[config.mk]
export PLATFORM = sky130hd
export DESIGN_NAME = motor_arbiter_flat
export DESIGN_NICKNAME = d
export VERILOG_FILES = /design/src/rtl/motor_pkg.sv /design/src/rtl/motor_arbiter_if.sv /design/src/rtl/duty_ramp.sv /design/src/rtl/motor_arbiter.sv /design/src/flat_wrapper.sv
export SDC_FILE = /design/constraint.sdc
export NUM_CORES = 1
export LEC_CHECK = 0
export CAP_MARGIN = 20
export CORE_MARGIN = 3
export CORE_UTILIZATION = 40
export CTS_BUF_LIST = sky130_fd_sc_hd__clkbuf_8 sky130_fd_sc_hd__clkbuf_16
export DETAILED_ROUTE_END_ITERATION = 10
export SYNTH_ARGS = -nofsm -noshare
export SYNTH_HDL_FRONTEND = slang
export SYNTH_SLANG_ARGS = --single-unit
export TNS_END_PERCENT = 30
[constraint.sdc]
create_clock -name clk -period 7.6 [get_ports clk]
set_input_delay 1.52 -clock clk [delete_from_list [all_inputs] [get_ports clk]]
set_output_delay 1.52 -clock clk [all_outputs]
set_load 0.01 [all_outputs]
[src/rtl/motor_pkg.sv]
// Shared constants and types for the two-track motor arbiter:
// H-bridge direction codes, grant codes and controller states.
package motor_pkg;

   localparam logic [3:0] DIR_STOP     = 4'b0000;
   localparam logic [3:0] DIR_FORWARD  = 4'b1001;
   localparam logic [3:0] DIR_BACKWARD = 4'b0110;
   localparam logic [3:0] DIR_LEFT     = 4'b1010;
   localparam logic [3:0] DIR_RIGHT    = 4'b0101;

   localparam int DUTY_MIN = 1;

   typedef enum logic [1:0] {
      GRANT_NONE  = 2'b00,
      GRANT_AUTO  = 2'b01,
      GRANT_MAN   = 2'b10,
      GRANT_ESTOP = 2'b11
   } grant_e;

   typedef enum logic [1:0] {
      ST_IDLE  = 2'd0,
      ST_RUN   = 2'd1,
      ST_DEAD  = 2'd2,
      ST_ESTOP = 2'd3
   } state_e;

endpackage

[src/rtl/motor_arbiter_if.sv]
// Command-source and driver-side signal bundle of the motor arbiter.
// master = command sources / H-bridge side, slave = the arbiter itself.
interface motor_arbiter_if #(
   parameter int DUTY_W = 20
);
   logic              auto_valid;
   logic [3:0]        auto_in;
   logic [DUTY_W-1:0] auto_duty_A;
   logic [DUTY_W-1:0] auto_duty_B;
   logic              man_valid;
   logic [3:0]        man_in;
   logic [DUTY_W-1:0] man_duty_A;
   logic [DUTY_W-1:0] man_duty_B;
   logic              estop_ir;
   logic              estop_cur;
   logic [3:0]        in;
   logic [DUTY_W-1:0] duty_cycle_A;
   logic [DUTY_W-1:0] duty_cycle_B;
   logic [1:0]        grant;
   logic              busy;

   modport master (
      output auto_valid, auto_in, auto_duty_A, auto_duty_B,
      output man_valid, man_in, man_duty_A, man_duty_B,
      output estop_ir, estop_cur,
      input  in, duty_cycle_A, duty_cycle_B, grant, busy
   );

   modport slave (
      input  auto_valid, auto_in, auto_duty_A, auto_duty_B,
      input  man_valid, man_in, man_duty_A, man_duty_B,
      input  estop_ir, estop_cur,
      output in, duty_cycle_A, duty_cycle_B, grant, busy
   );
endinterface

[src/rtl/duty_ramp.sv]
// Per-track soft-start duty register: ramps up by RAMP_STEP on each tick,
// drops to a lower target at once, and can be forced to the minimum duty.
module duty_ramp #(
   parameter int DUTY_W    = 20,
   parameter int RAMP_STEP = 25000
) (
   input  logic              clk,
   input  logic              rst,
   input  logic [DUTY_W-1:0] target,
   input  logic              tick,
   input  logic              load_min,
   input  logic              drop_immediate,
   output logic [DUTY_W-1:0] duty,
   output logic              at_target
);
   import motor_pkg::*;

   localparam logic [DUTY_W-1:0] MIN_D  = DUTY_W'(DUTY_MIN);
   localparam logic [DUTY_W:0]   STEP_X = (DUTY_W+1)'(RAMP_STEP);

   logic [DUTY_W-1:0] duty_reg, duty_next;
   logic [DUTY_W:0]   sum;

   // One extra bit on the sum so a large step can never wrap past the target.
   always_comb begin
      sum       = {1'b0, duty_reg} + STEP_X;
      duty_next = duty_reg;
      if (load_min) begin
         duty_next = MIN_D;
      end else if (drop_immediate && (target < duty_reg)) begin
         duty_next = target;
      end else if (tick && (duty_reg < target)) begin
         duty_next = (sum >= {1'b0, target}) ? target : sum[DUTY_W-1:0];
      end
   end

   // Describes the duty that will be loaded at the coming edge.
   assign at_target = (duty_next >= target);
   assign duty      = duty_reg;

   always_ff @(posedge clk or posedge rst) begin
      if (rst) begin
         duty_reg <= MIN_D;
      end else begin
         duty_reg <= duty_next;
      end
   end

endmodule

[src/rtl/motor_arbiter.sv]
// Two-track motor command arbiter: estop > manual > auto priority, dead time
// on every direction reversal or safety restart, and per-track soft start.
module motor_arbiter #(
   parameter int DUTY_W      = 20,
   parameter int DUTY_MAX    = 250000,
   parameter int DEAD_CYCLES = 50000,
   parameter int RAMP_STEP   = 25000,
   parameter int RAMP_DIV    = 100000
) (
   input logic             clk,
   input logic             rst,
   motor_arbiter_if.slave  bus
);
   import motor_pkg::*;

   localparam int DEAD_W = (DEAD_CYCLES > 1) ? $clog2(DEAD_CYCLES) : 1;
   localparam int TICK_W = (RAMP_DIV > 1) ? $clog2(RAMP_DIV) : 1;
   localparam logic [DEAD_W-1:0] DEAD_LAST = DEAD_W'(DEAD_CYCLES - 1);
   localparam logic [TICK_W-1:0] TICK_LAST = TICK_W'(RAMP_DIV - 1);
   localparam logic [DUTY_W-1:0] MIN_D     = DUTY_W'(DUTY_MIN);
   localparam logic [DUTY_W-1:0] MAX_D     = DUTY_W'(DUTY_MAX);

   function automatic logic [DUTY_W-1:0] clamp_duty(input logic [DUTY_W-1:0] d);
      if (d == '0)
         return MIN_D;
      if (d > MAX_D)
         return MAX_D;
      return d;
   endfunction

   logic              estop;
   logic [3:0]        tgt_dir;
   grant_e            tgt_grant;
   logic [DUTY_W-1:0] raw_duty [2];
   logic [DUTY_W-1:0] tgt_duty [2];
   logic [DUTY_W-1:0] duty     [2];
   logic              at_tgt   [2];

   state_e            state_reg, state_next;
   logic [DEAD_W-1:0] dead_cnt_reg, dead_cnt_next;
   logic [TICK_W-1:0] tick_cnt_reg, tick_cnt_next;
   logic [3:0]        in_reg, in_next;
   grant_e            grant_reg, grant_next;
   logic              busy_reg, busy_next;
   logic [3:0]        run_dir;
   logic              stay_run, ramp_tick, load_min;

   // Source selection; the estop target stays STOP so nothing leaks through.
   always_comb begin
      estop       = bus.estop_ir | bus.estop_cur;
      tgt_grant   = GRANT_NONE;
      tgt_dir     = DIR_STOP;
      raw_duty[0] = MIN_D;
      raw_duty[1] = MIN_D;
      if (estop) begin
         tgt_grant = GRANT_ESTOP;
      end else if (bus.man_valid) begin
         tgt_grant   = GRANT_MAN;
         tgt_dir     = bus.man_in;
         raw_duty[0] = bus.man_duty_A;
         raw_duty[1] = bus.man_duty_B;
      end else if (bus.auto_valid) begin
         tgt_grant   = GRANT_AUTO;
         tgt_dir     = bus.auto_in;
         raw_duty[0] = bus.auto_duty_A;
         raw_duty[1] = bus.auto_duty_B;
      end
   end

   always_comb begin
      state_next = state_reg;
      run_dir    = in_reg;
      unique case (state_reg)
         ST_IDLE: begin
            if (tgt_dir != DIR_STOP) begin
               state_next = ST_RUN;
               run_dir    = tgt_dir;
            end
         end
         ST_RUN: begin
            if (tgt_dir == DIR_STOP)
               state_next = ST_IDLE;
            else if (tgt_dir != in_reg)
               state_next = ST_DEAD;
         end
         ST_DEAD: begin
            // The target is only looked at again once the dead time is over.
            if (dead_cnt_reg == DEAD_LAST) begin
               if (tgt_dir == DIR_STOP) begin
                  state_next = ST_IDLE;
               end else begin
                  state_next = ST_RUN;
                  run_dir    = tgt_dir;
               end
            end
         end
         ST_ESTOP: state_next = ST_DEAD;
         default:  state_next = ST_IDLE;
      endcase
      if (estop)
         state_next = ST_ESTOP;

      stay_run      = (state_reg == ST_RUN) && (state_next == ST_RUN);
      ramp_tick     = stay_run && (tick_cnt_reg == TICK_LAST);
      load_min      = !stay_run;
      tick_cnt_next = (stay_run && !ramp_tick) ? tick_cnt_reg + 1'b1 : '0;
      dead_cnt_next = ((state_reg == ST_DEAD) && (state_next == ST_DEAD))
                      ? dead_cnt_reg + 1'b1 : '0;

      in_next    = (state_next == ST_RUN) ? run_dir : DIR_STOP;
      grant_next = (state_next == ST_ESTOP) ? GRANT_ESTOP : tgt_grant;
      busy_next  = (state_next == ST_DEAD) ||
                   ((state_next == ST_RUN) && !(at_tgt[0] && at_tgt[1]));
   end

   generate
      for (genvar gi = 0; gi < 2; gi++) begin : g_track
         assign tgt_duty[gi] = (tgt_dir == DIR_STOP) ? MIN_D : clamp_duty(raw_duty[gi]);

         duty_ramp #(
            .DUTY_W    (DUTY_W),
            .RAMP_STEP (RAMP_STEP)
         ) u_ramp (
            .clk            (clk),
            .rst            (rst),
            .target         (tgt_duty[gi]),
            .tick           (ramp_tick),
            .load_min       (load_min),
            .drop_immediate (stay_run),
            .duty           (duty[gi]),
            .at_target      (at_tgt[gi])
         );
      end
   endgenerate

   always_ff @(posedge clk or posedge rst) begin
      if (rst) begin
         state_reg    <= ST_IDLE;
         dead_cnt_reg <= '0;
         tick_cnt_reg <= '0;
         in_reg       <= DIR_STOP;
         grant_reg    <= GRANT_NONE;
         busy_reg     <= 1'b0;
      end else begin
         state_reg    <= state_next;
         dead_cnt_reg <= dead_cnt_next;
         tick_cnt_reg <= tick_cnt_next;
         in_reg       <= in_next;
         grant_reg    <= grant_next;
         busy_reg     <= busy_next;
      end
   end

   assign bus.in           = in_reg;
   assign bus.grant        = grant_reg;
   assign bus.busy         = busy_reg;
   assign bus.duty_cycle_A = duty[0];
   assign bus.duty_cycle_B = duty[1];

endmodule

[src/flat_wrapper.sv]
// flat-port wrapper written by rule: the top's interface ports become plain ports
module motor_arbiter_flat import motor_pkg::*;
#(
   parameter int DUTY_W      = 20,
   parameter int DUTY_MAX    = 250000,
   parameter int DEAD_CYCLES = 50000,
   parameter int RAMP_STEP   = 25000,
   parameter int RAMP_DIV    = 100000
)
  (clk, rst, bus_auto_valid, bus_auto_in, bus_auto_duty_A, bus_auto_duty_B, bus_man_valid, bus_man_in, bus_man_duty_A, bus_man_duty_B, bus_estop_ir, bus_estop_cur, bus_in, bus_duty_cycle_A, bus_duty_cycle_B, bus_grant, bus_busy);
  motor_arbiter_if #(.DUTY_W(DUTY_W)) bus_i ();
  input logic clk;
  input logic rst;
  input wire logic [$bits(bus_i.auto_valid)-1:0] bus_auto_valid;
  input wire logic [$bits(bus_i.auto_in)-1:0] bus_auto_in;
  input wire logic [$bits(bus_i.auto_duty_A)-1:0] bus_auto_duty_A;
  input wire logic [$bits(bus_i.auto_duty_B)-1:0] bus_auto_duty_B;
  input wire logic [$bits(bus_i.man_valid)-1:0] bus_man_valid;
  input wire logic [$bits(bus_i.man_in)-1:0] bus_man_in;
  input wire logic [$bits(bus_i.man_duty_A)-1:0] bus_man_duty_A;
  input wire logic [$bits(bus_i.man_duty_B)-1:0] bus_man_duty_B;
  input wire logic [$bits(bus_i.estop_ir)-1:0] bus_estop_ir;
  input wire logic [$bits(bus_i.estop_cur)-1:0] bus_estop_cur;
  output wire logic [$bits(bus_i.in)-1:0] bus_in;
  output wire logic [$bits(bus_i.duty_cycle_A)-1:0] bus_duty_cycle_A;
  output wire logic [$bits(bus_i.duty_cycle_B)-1:0] bus_duty_cycle_B;
  output wire logic [$bits(bus_i.grant)-1:0] bus_grant;
  output wire logic [$bits(bus_i.busy)-1:0] bus_busy;
  assign bus_i.auto_valid = bus_auto_valid;
  assign bus_i.auto_in = bus_auto_in;
  assign bus_i.auto_duty_A = bus_auto_duty_A;
  assign bus_i.auto_duty_B = bus_auto_duty_B;
  assign bus_i.man_valid = bus_man_valid;
  assign bus_i.man_in = bus_man_in;
  assign bus_i.man_duty_A = bus_man_duty_A;
  assign bus_i.man_duty_B = bus_man_duty_B;
  assign bus_i.estop_ir = bus_estop_ir;
  assign bus_i.estop_cur = bus_estop_cur;
  assign bus_in = bus_i.in;
  assign bus_duty_cycle_A = bus_i.duty_cycle_A;
  assign bus_duty_cycle_B = bus_i.duty_cycle_B;
  assign bus_grant = bus_i.grant;
  assign bus_busy = bus_i.busy;
  motor_arbiter #(.DUTY_W(DUTY_W), .DUTY_MAX(DUTY_MAX), .DEAD_CYCLES(DEAD_CYCLES), .RAMP_STEP(RAMP_STEP), .RAMP_DIV(RAMP_DIV)) u_core (.clk(clk), .rst(rst), .bus(bus_i));
endmodule
==> results of run 1 <==
## what timing repair did
action,CTS,global route
resized for setup,3,13
pin swaps,0,2
endpoints found under the setup margin,1,1
buffers inserted,0,4
## final timing paths
check	cells past startpoint	slack, ps	from	to
min reg2reg	1	460	u_core.dead_cnt_reg[0]$_DFF_PP0_	u_core.dead_cnt_reg[0]$_DFF_PP0_
max in group asynchronous	3	4950	rst	u_core.tick_cnt_reg[14]$_DFF_PP0_
max	29	320	bus_auto_valid	u_core.bus.busy$_DFF_PP0_
max reg2reg	25	1080	u_core.g_track[0].u_ramp.duty[3]$_DFF_PP0_	u_core.bus.busy$_DFF_PP0_
min	1	460	u_core.dead_cnt_reg[0]$_DFF_PP0_	u_core.dead_cnt_reg[0]$_DFF_PP0_
min in group asynchronous	2	1420	rst	u_core.g_track[0].u_ramp.duty[2]$_DFF_PP0_
## cells in the mapped netlist, drive strengths merged (4+ instances only)
master  instances  area [sq um]
o22ai          17           106
clkbuf         20          75.1
nand2b          8          50.1
buf            16          86.3
mux2i           6          60.1
xor2           30           263
o21a           10          75.1
o31a            4          35.0
a22oi          16           120
nor2           97           372
dfrtp          80          2000
a21o           15           113
nor2b          12          82.6
nand2         112           423
xnor2          27           236
nand4          19           119
o211ai          9          72.6
and3           18           118
or4             5          37.5
o21ai          67           335
nor4           16           100
o211a           4          40.0
or3            11          73.8
nor4b           4          50.1
a21oi          69           364
ha            118          1480
nor3b           4          35.0
o41ai           4          35.0
a211oi         19           170
a22o           22           193
or2             6          37.5
nand3          47           240
inv            25          93.8
nor3           20           105
nand3b         11          82.6
a31oi           4          25.0
a221oi          5          50.0
a211o           8          70.1
and2           13          81.3
## metal layers
metal / wire length, microns / track usage, %
met5: 0 / 0
met4: 463 / 5.62
met1: 14600 / 39.1
met2: 12600 / 37.7
met3: 2150 / 4.82
## critical path, delay by kind of cell
family / cells / cell delay, ps
buffers and inverters: 5 / 1140
adder cells (fa/ha/maj): 2 / 620
AO/OA/AOI/OAI: 13 / 2600
AND/OR/NAND/NOR: 9 / 1670
## cell families after synthesis
logic type,after synthesis,synth area share [%]
adders and majority gates,118,17.4
xor gates and xnor gates,57,5.88
muxes,6,0.707
AOI/OAI and AO/OA,299,24.0
buffers and inverters,61,3.01
and+or+nand+nor,414,24.8
DFF,82,24.2
other,1,0.0442
## power breakdown
| group | switching [uW] | internal, uW |
|---|---|---|
| clock network | 210 | 258 |
| logic | 124 | 126 |
| registers | 1.16 | 437 |
## per-stage QoR
step | setup TNS [ps] | hold slack, ps
2_1_floorplan | 0 | 425
3_3_place_gp | -276 | 446
3_5_place_dp | -399 | 453
4_1_cts | 0 | 463
5_1_grt | -23.7 | 489
6_report | 0 | 463
## layout make-up
type                    count  area (sq um)
fillers                  1951          8870
multi-input cells         906          6300
repair buffers            292          2600
flip-flops and latches     82          2050
well taps                 270           338
clock buffers               9           225
inverters                  25          95.1
clock inverters             7          77.6
==> metrics.log, run 1 <==
INFO  metric drt_iter0_drcs = around 630
INFO  metric timing_max_transition_violations_final = 0
INFO  metric layout_common_cells = sky130_fd_sc_hd__buf_4 (147), sky130_fd_sc_hd__clkdlybuf4s50_1 (139), sky130_fd_sc_hd__ha_1 (118)
INFO  metric worstMarginPinSlew = 943 ps
INFO  metric vias_in_the_first_global_route = about 8,500
INFO  metric die_height = roughly 150 microns
INFO  metric port-buffer-count = 140
INFO  metric synth.yosys.seq_area_share = 24.2%
INFO  metric final_period_minus_worst_setup_slack = 7280 ps
INFO  metric synthesis.instances = just over 1,000
INFO  metric post_synth_num_cell_types = 86
INFO  metric place_hpwl = 24,000 microns
INFO  metric grt_pass1_wl = 46,300 microns
INFO  metric syn-mean-instance-area = 8.18 sq um
INFO  metric stdcell_count = ~1,600
INFO  metric path_max_fanout = 10
INFO  metric wl_per_cell = about 19 microns
INFO  metric cts.sink_count = 82
INFO  metric coreArea = ~20,000 sq um
INFO  metric finalWirelength = roughly 30,000 microns
INFO  metric report.final.setup_viol = 0
INFO  metric final_critical_path_setup_slack = roughly 320 ps
INFO  metric tritoncts.num_buffers = 9
INFO  metric synth-async-reset-ratio = 100%
INFO  metric syn-cell-area = ~8500 sq um
INFO  metric cp_data_arrival_time = 7550 ps
INFO  metric synth_flop_cell = sky130_fd_sc_hd__dfrtp_1
INFO  metric postLayoutCellArea = between 10,000 and 15,000 sq um
INFO  metric final_net_count = roughly 1,500
INFO  metric yosysWarnings = 0
INFO  metric endpoint_kind = flip-flop
INFO  metric vdd.ir_drop.worst = 0.0000948 V
INFO  metric clock_tree_from_tritoncts = built
INFO  metric finalCritPeriodShare = approximately 96%
INFO  metric largest_net_degree_at_the_start_of_global_routing = just under 70
INFO  metric finClkSkew = about 16 ps
INFO  metric slowest_cell_on_crit_path = sky130_fd_sc_hd__clkdlybuf4s50_1
INFO  metric antenna_found_initial = 0
INFO  metric number_of_h_tree_branching_levels = 3
INFO  metric crit_required = 7870 ps
INFO  metric areaGrowthSynthToFinish = 37.7%
INFO  metric drcViolationCount = 0
INFO  metric max-slew-margin-rel = 37.1%
INFO  metric final-hold-violation-count = 0
INFO  metric fin_util = 56.9%
INFO  metric cts.root.buffer_cell = sky130_fd_sc_hd__clkbuf_16
INFO  metric synth-seq-cells = between 80 and 90
INFO  metric ctsLongestPathBuffers = 2
INFO  metric maxCapViolations = 0
INFO  metric io-pin-count = 141
INFO  metric post-layout-total-power = around 1200 uW
INFO  metric dpl_cell_area = 11,300 sq um
INFO  metric design.die.area = roughly 23,000 sq um
INFO  metric grt_overflow = 0
INFO  metric antenna_cells_inserted = 0
INFO  metric drt_first_pass_iters = 5
INFO  metric floorplan.initialDensity = around 41%
INFO  metric mostFrequentLayoutCell = sky130_fd_sc_hd__buf_4
INFO  metric synth_edf_count = 0
INFO  metric layout-drive-gt1-share = about 16%
INFO  metric power_density = approximately 99 nW/um^2
INFO  metric start_kind = input port
INFO  metric dp_cells = about 1,600
INFO  metric dieWidth = around 150 microns
INFO  metric dr_total_vias = between 9,000 and 10,000
INFO  metric gr-usage-all-layers = around a quarter
INFO  metric holdCritPathClass = flip-flop to flip-flop
INFO  metric run_status = complete, no violations
INFO  metric criticalPathCategory = input port to flip-flop
INFO  metric clock_transition_at_the_registers_of_the_reported_paths = roughly 70 ps
INFO  metric leakagePower = 0.00510 uW
INFO  metric worst_case_setup_slack_after_placement = -399 ps
INFO  metric detail-route-antenna-nets = 0
INFO  metric std_cell_rows = between 50 and 60
INFO  metric cts_hold_buf = 0
INFO  metric viasPerCell = between 5 and 6
INFO  metric achievable-frequency = ~140 MHz
INFO  metric clk_latency = 360 ps
INFO  metric flip_flop_count_of_the_largest_register_all_copies_and_words_added = 40
INFO  metric critPathMaxStageDelay = slightly below 500 ps
INFO  metric gp_congestion = approximately 0.97
Note: power is estimated with default switching activity, not from simulation.
==> run 2, diff against run 1 <==
- MAX_ROUTING_LAYER: default -> met4
==> run 2 against run 1 <==
Worst hold slack worse by 3.7 ps. Final area is 0.71% lower. Wire length is 0.41% lower. Sequential power hardly changed. Sequential share of layout area is 0.13 points higher. Maximum frequency is 0.63% lower. Critical endpoint unchanged. First-iteration DRC count is 2.6% lower. Largest cell class unchanged. Register-to-register slack worse by 60 ps.
==> metrics.log, run 2 (synthesis gave the netlist of run 1 again) <==
INFO  metric critPathTopFamily = compound AO/OA/AOI/OAI gates
INFO  metric io-pin-count = 141 (unchanged)
INFO  metric grt_pass1_wl = 46,600 microns (+0.62%)
INFO  metric die_height = 152 microns (unchanged)
INFO  metric timing.rr.start = u_core.g_track[0].u_ramp.duty[3]$_DFF_PP0_
INFO  metric maxCapViolations = 0 (unchanged)
INFO  metric clock_tree_from_tritoncts = built
INFO  metric post-layout-total-power = 1140 uW (-1.7%)
INFO  metric gp_congestion = 1.02 (+5.6%)
INFO  metric final-hold-violation-count = 0 (unchanged)
INFO  metric final_period_minus_worst_setup_slack = 7330 ps (+46.2 ps)
INFO  metric path_max_fanout = 12 (+2)
INFO  metric leakagePower = 0.00506 uW (-0.82%)
INFO  metric cts_hold_buf = 0 (unchanged)
INFO  metric cp_data_arrival_time = 7540 ps (about the same)
INFO  metric hold_path.startpoint = u_core.dead_cnt_reg[0]$_DFF_PP0_
INFO  metric critical_path_buf_inv_count = 6 (+1)
INFO  metric place_hpwl = 24,100 microns (+0.30%)
INFO  metric viasPerCell = 5.73 (+0.82%)
INFO  metric worstMarginPinSlew = 926 ps (-16.8 ps)
INFO  metric dr_total_vias = 9,079 (+0.38%)
INFO  metric areaGrowthSynthToFinish = 36.7%
INFO  metric largest_net_degree_at_the_start_of_global_routing = 68 (unchanged)
INFO  metric start_kind = input port
INFO  metric number_of_h_tree_branching_levels = 3 (unchanged)
INFO  metric wl_per_cell = 18.7 microns (about the same)
INFO  metric coreArea = 20,600 sq um (unchanged)
INFO  metric grt_overflow = 0 (unchanged)
INFO  metric route.top_layer_used = met4
INFO  metric worstHoldEndpoint = u_core.dead_cnt_reg[0]$_DFF_PP0_
INFO  metric report.final.setup_viol = 0 (unchanged)
INFO  metric vdd.ir_drop.worst = 0.000132 V (+39%)
INFO  metric detailroute.wirelength.met2 = 12,700 microns (+1.2%)
INFO  metric tns = 0 ps (unchanged)
INFO  metric drt_iter0_drcs = 609 (-2.6%)
INFO  metric run_status = complete, no violations
INFO  metric regToRegEndpoint = u_core.bus.busy$_DFF_PP0_
INFO  metric port-buffer-count = 140 (unchanged)
INFO  metric power_density = 98.0 nW/um^2 (-1.0%)
INFO  metric criticalPathCategory = input port to flip-flop
INFO  metric hold-path-cell-count = 1 (unchanged)
INFO  metric detail-route-antenna-nets = 0 (unchanged)
INFO  metric slowest_cell_on_crit_path = sky130_fd_sc_hd__or4b_1
INFO  metric m1WireLength = 14,400 microns (-1.1%)
INFO  metric antenna_found_initial = 0 (unchanged)
INFO  metric critical_path.most_common_cell = sky130_fd_sc_hd__buf_4
INFO  metric finalCritPeriodShare = 96.4% (+0.61 points)
INFO  metric ctsLongestPathBuffers = 2 (unchanged)
INFO  metric dieWidth = 152 microns (unchanged)
INFO  metric reg2reg_depth = 27 (+8.0%)
INFO  metric design.die.area = 23,000 sq um (unchanged)
INFO  metric final_net_count = 1,521 (-0.46%)
INFO  metric cts.root.buffer_cell = sky130_fd_sc_hd__clkbuf_16
INFO  metric cts.repair_timing.setup_buffer_count = 0 (unchanged)
INFO  metric critPathMaxStageDelay = 670 ps (+180 ps)
INFO  metric drcViolationCount = 0 (unchanged)
INFO  metric floorplan.initialDensity = 41.3% (unchanged)
INFO  metric clock_transition_at_the_registers_of_the_reported_paths = 70 ps (about the same)
INFO  metric finalWirelength = 29,600 microns (-0.41%)
INFO  metric clk_latency = 350 ps (about the same)
INFO  metric rrSetupSlack = 1020 ps (-60 ps)
INFO  metric achievable-frequency = 136 MHz (-0.63%)
INFO  metric fin_worst_hold_slack = 459 ps (-3.69 ps)
INFO  metric layout-drive-gt1-share = 15.4% (-0.22 points)
INFO  metric vias_in_the_first_global_route = 8,576 (+1.3%)
INFO  metric timing_max_transition_violations_final = 0 (unchanged)
INFO  metric flip_flop_count_of_the_largest_register_all_copies_and_words_added = 40 (unchanged)
INFO  metric max-slew-margin-rel = 38.3% (+1.1 points)
INFO  metric finClkSkew = 9.73 ps (-5.77 ps)
INFO  metric layout_common_cells = sky130_fd_sc_hd__buf_4 (141), sky130_fd_sc_hd__clkdlybuf4s50_1 (139), sky130_fd_sc_hd__ha_1 (118)
INFO  metric mostFrequentLayoutCell = sky130_fd_sc_hd__buf_4
INFO  metric holdCritPathClass = flip-flop to flip-flop
INFO  metric crit_required = 7810 ps (-60 ps)
INFO  metric endpoint_kind = flip-flop
INFO  metric fin_util = 56.5% (-0.40 points)
INFO  metric antenna_cells_inserted = 0 (unchanged)
INFO  metric tritoncts.num_buffers = 9 (unchanged)
INFO  metric drt_first_pass_iters = 5 (unchanged)
INFO  metric cts.sink_count = 82 (unchanged)
INFO  metric gr-usage-all-layers = 26.5% (+0.77 points)
INFO  metric std_cell_rows = 52 (unchanged)
INFO  metric detailroute.wirelength.met3 = 2070 microns (-3.7%)
-- run 2: worst max-delay path by stage --
| stage | from | end | cells past startpoint |
|---|---|---|---|
| after floorplan | bus_estop_cur | u_core.bus.busy$_DFF_PP0_ | 28 |
| after global placement | bus_auto_duty_A[11] | u_core.bus.busy$_DFF_PP0_ | 28 |
| after detailed placement | bus_man_duty_A[11] | u_core.bus.busy$_DFF_PP0_ | 29 |
| after CTS | bus_man_duty_A[11] | u_core.bus.busy$_DFF_PP0_ | 29 |
| after global routing | bus_auto_duty_A[11] | u_core.bus.busy$_DFF_PP0_ | 31 |
| final | bus_auto_duty_A[11] | u_core.bus.busy$_DFF_PP0_ | 30 |
-- run 2: through the flow --
step	cell area [sq um]	worst slack, ps	std cells
detailed placement	11200	-441	1568
floorplan	8530	657	1049
finish	11600	273	1584
CTS	11500	50.5	1584
global route	11600	-3.75	1584
global placement	11200	-368	1568
-- run 2: power by group --
| group | internal, uW | switching, uW | leakage, uW |
|---|---|---|---|
| combinational | 123 | 122 | 0.00380 |
| clock | 239 | 215 | 0.000144 |
| sequential | 437 | 1.19 | 0.00112 |
| total | 799 | 338 | 0.00506 |
-- run 2: layer usage --
layer	global-route usage (%)	vias to the layer above
met5	-	-
met4	5.97	0
met3	3.87	26
met2	38.2	330
met1	39.3	4286
li1	-	4437
-- run 2: area by class of cell --
type / count / area, sq um
multi-input cells: 906 / 6310
well taps: 270 / 338
flip-flops and latches: 82 / 2050
clock inverters: 6 / 56.3
repair buffers: 285 / 2520
inverters: 25 / 95.1
fillers: 1966 / 8950
clock buffers: 10 / 239
-- run 2: worst reg2reg max path: cells and delay by family (launching register included) --
kind,cells,cell delay [ps]
AOI/OAI and AO/OA,11,2170
xor gates and xnor gates,1,160
adders and majority gates,3,920
buffers and inverters,2,300
DFF,1,490
and+or+nand+nor,10,2400
-- run 2: repair_timing --
action | 4_1_cts | 5_1_grt
resized for setup | 1 | 18
pin swaps | 0 | 4
endpoints found under the setup margin | 1 | 1
cloned | 0 | 0
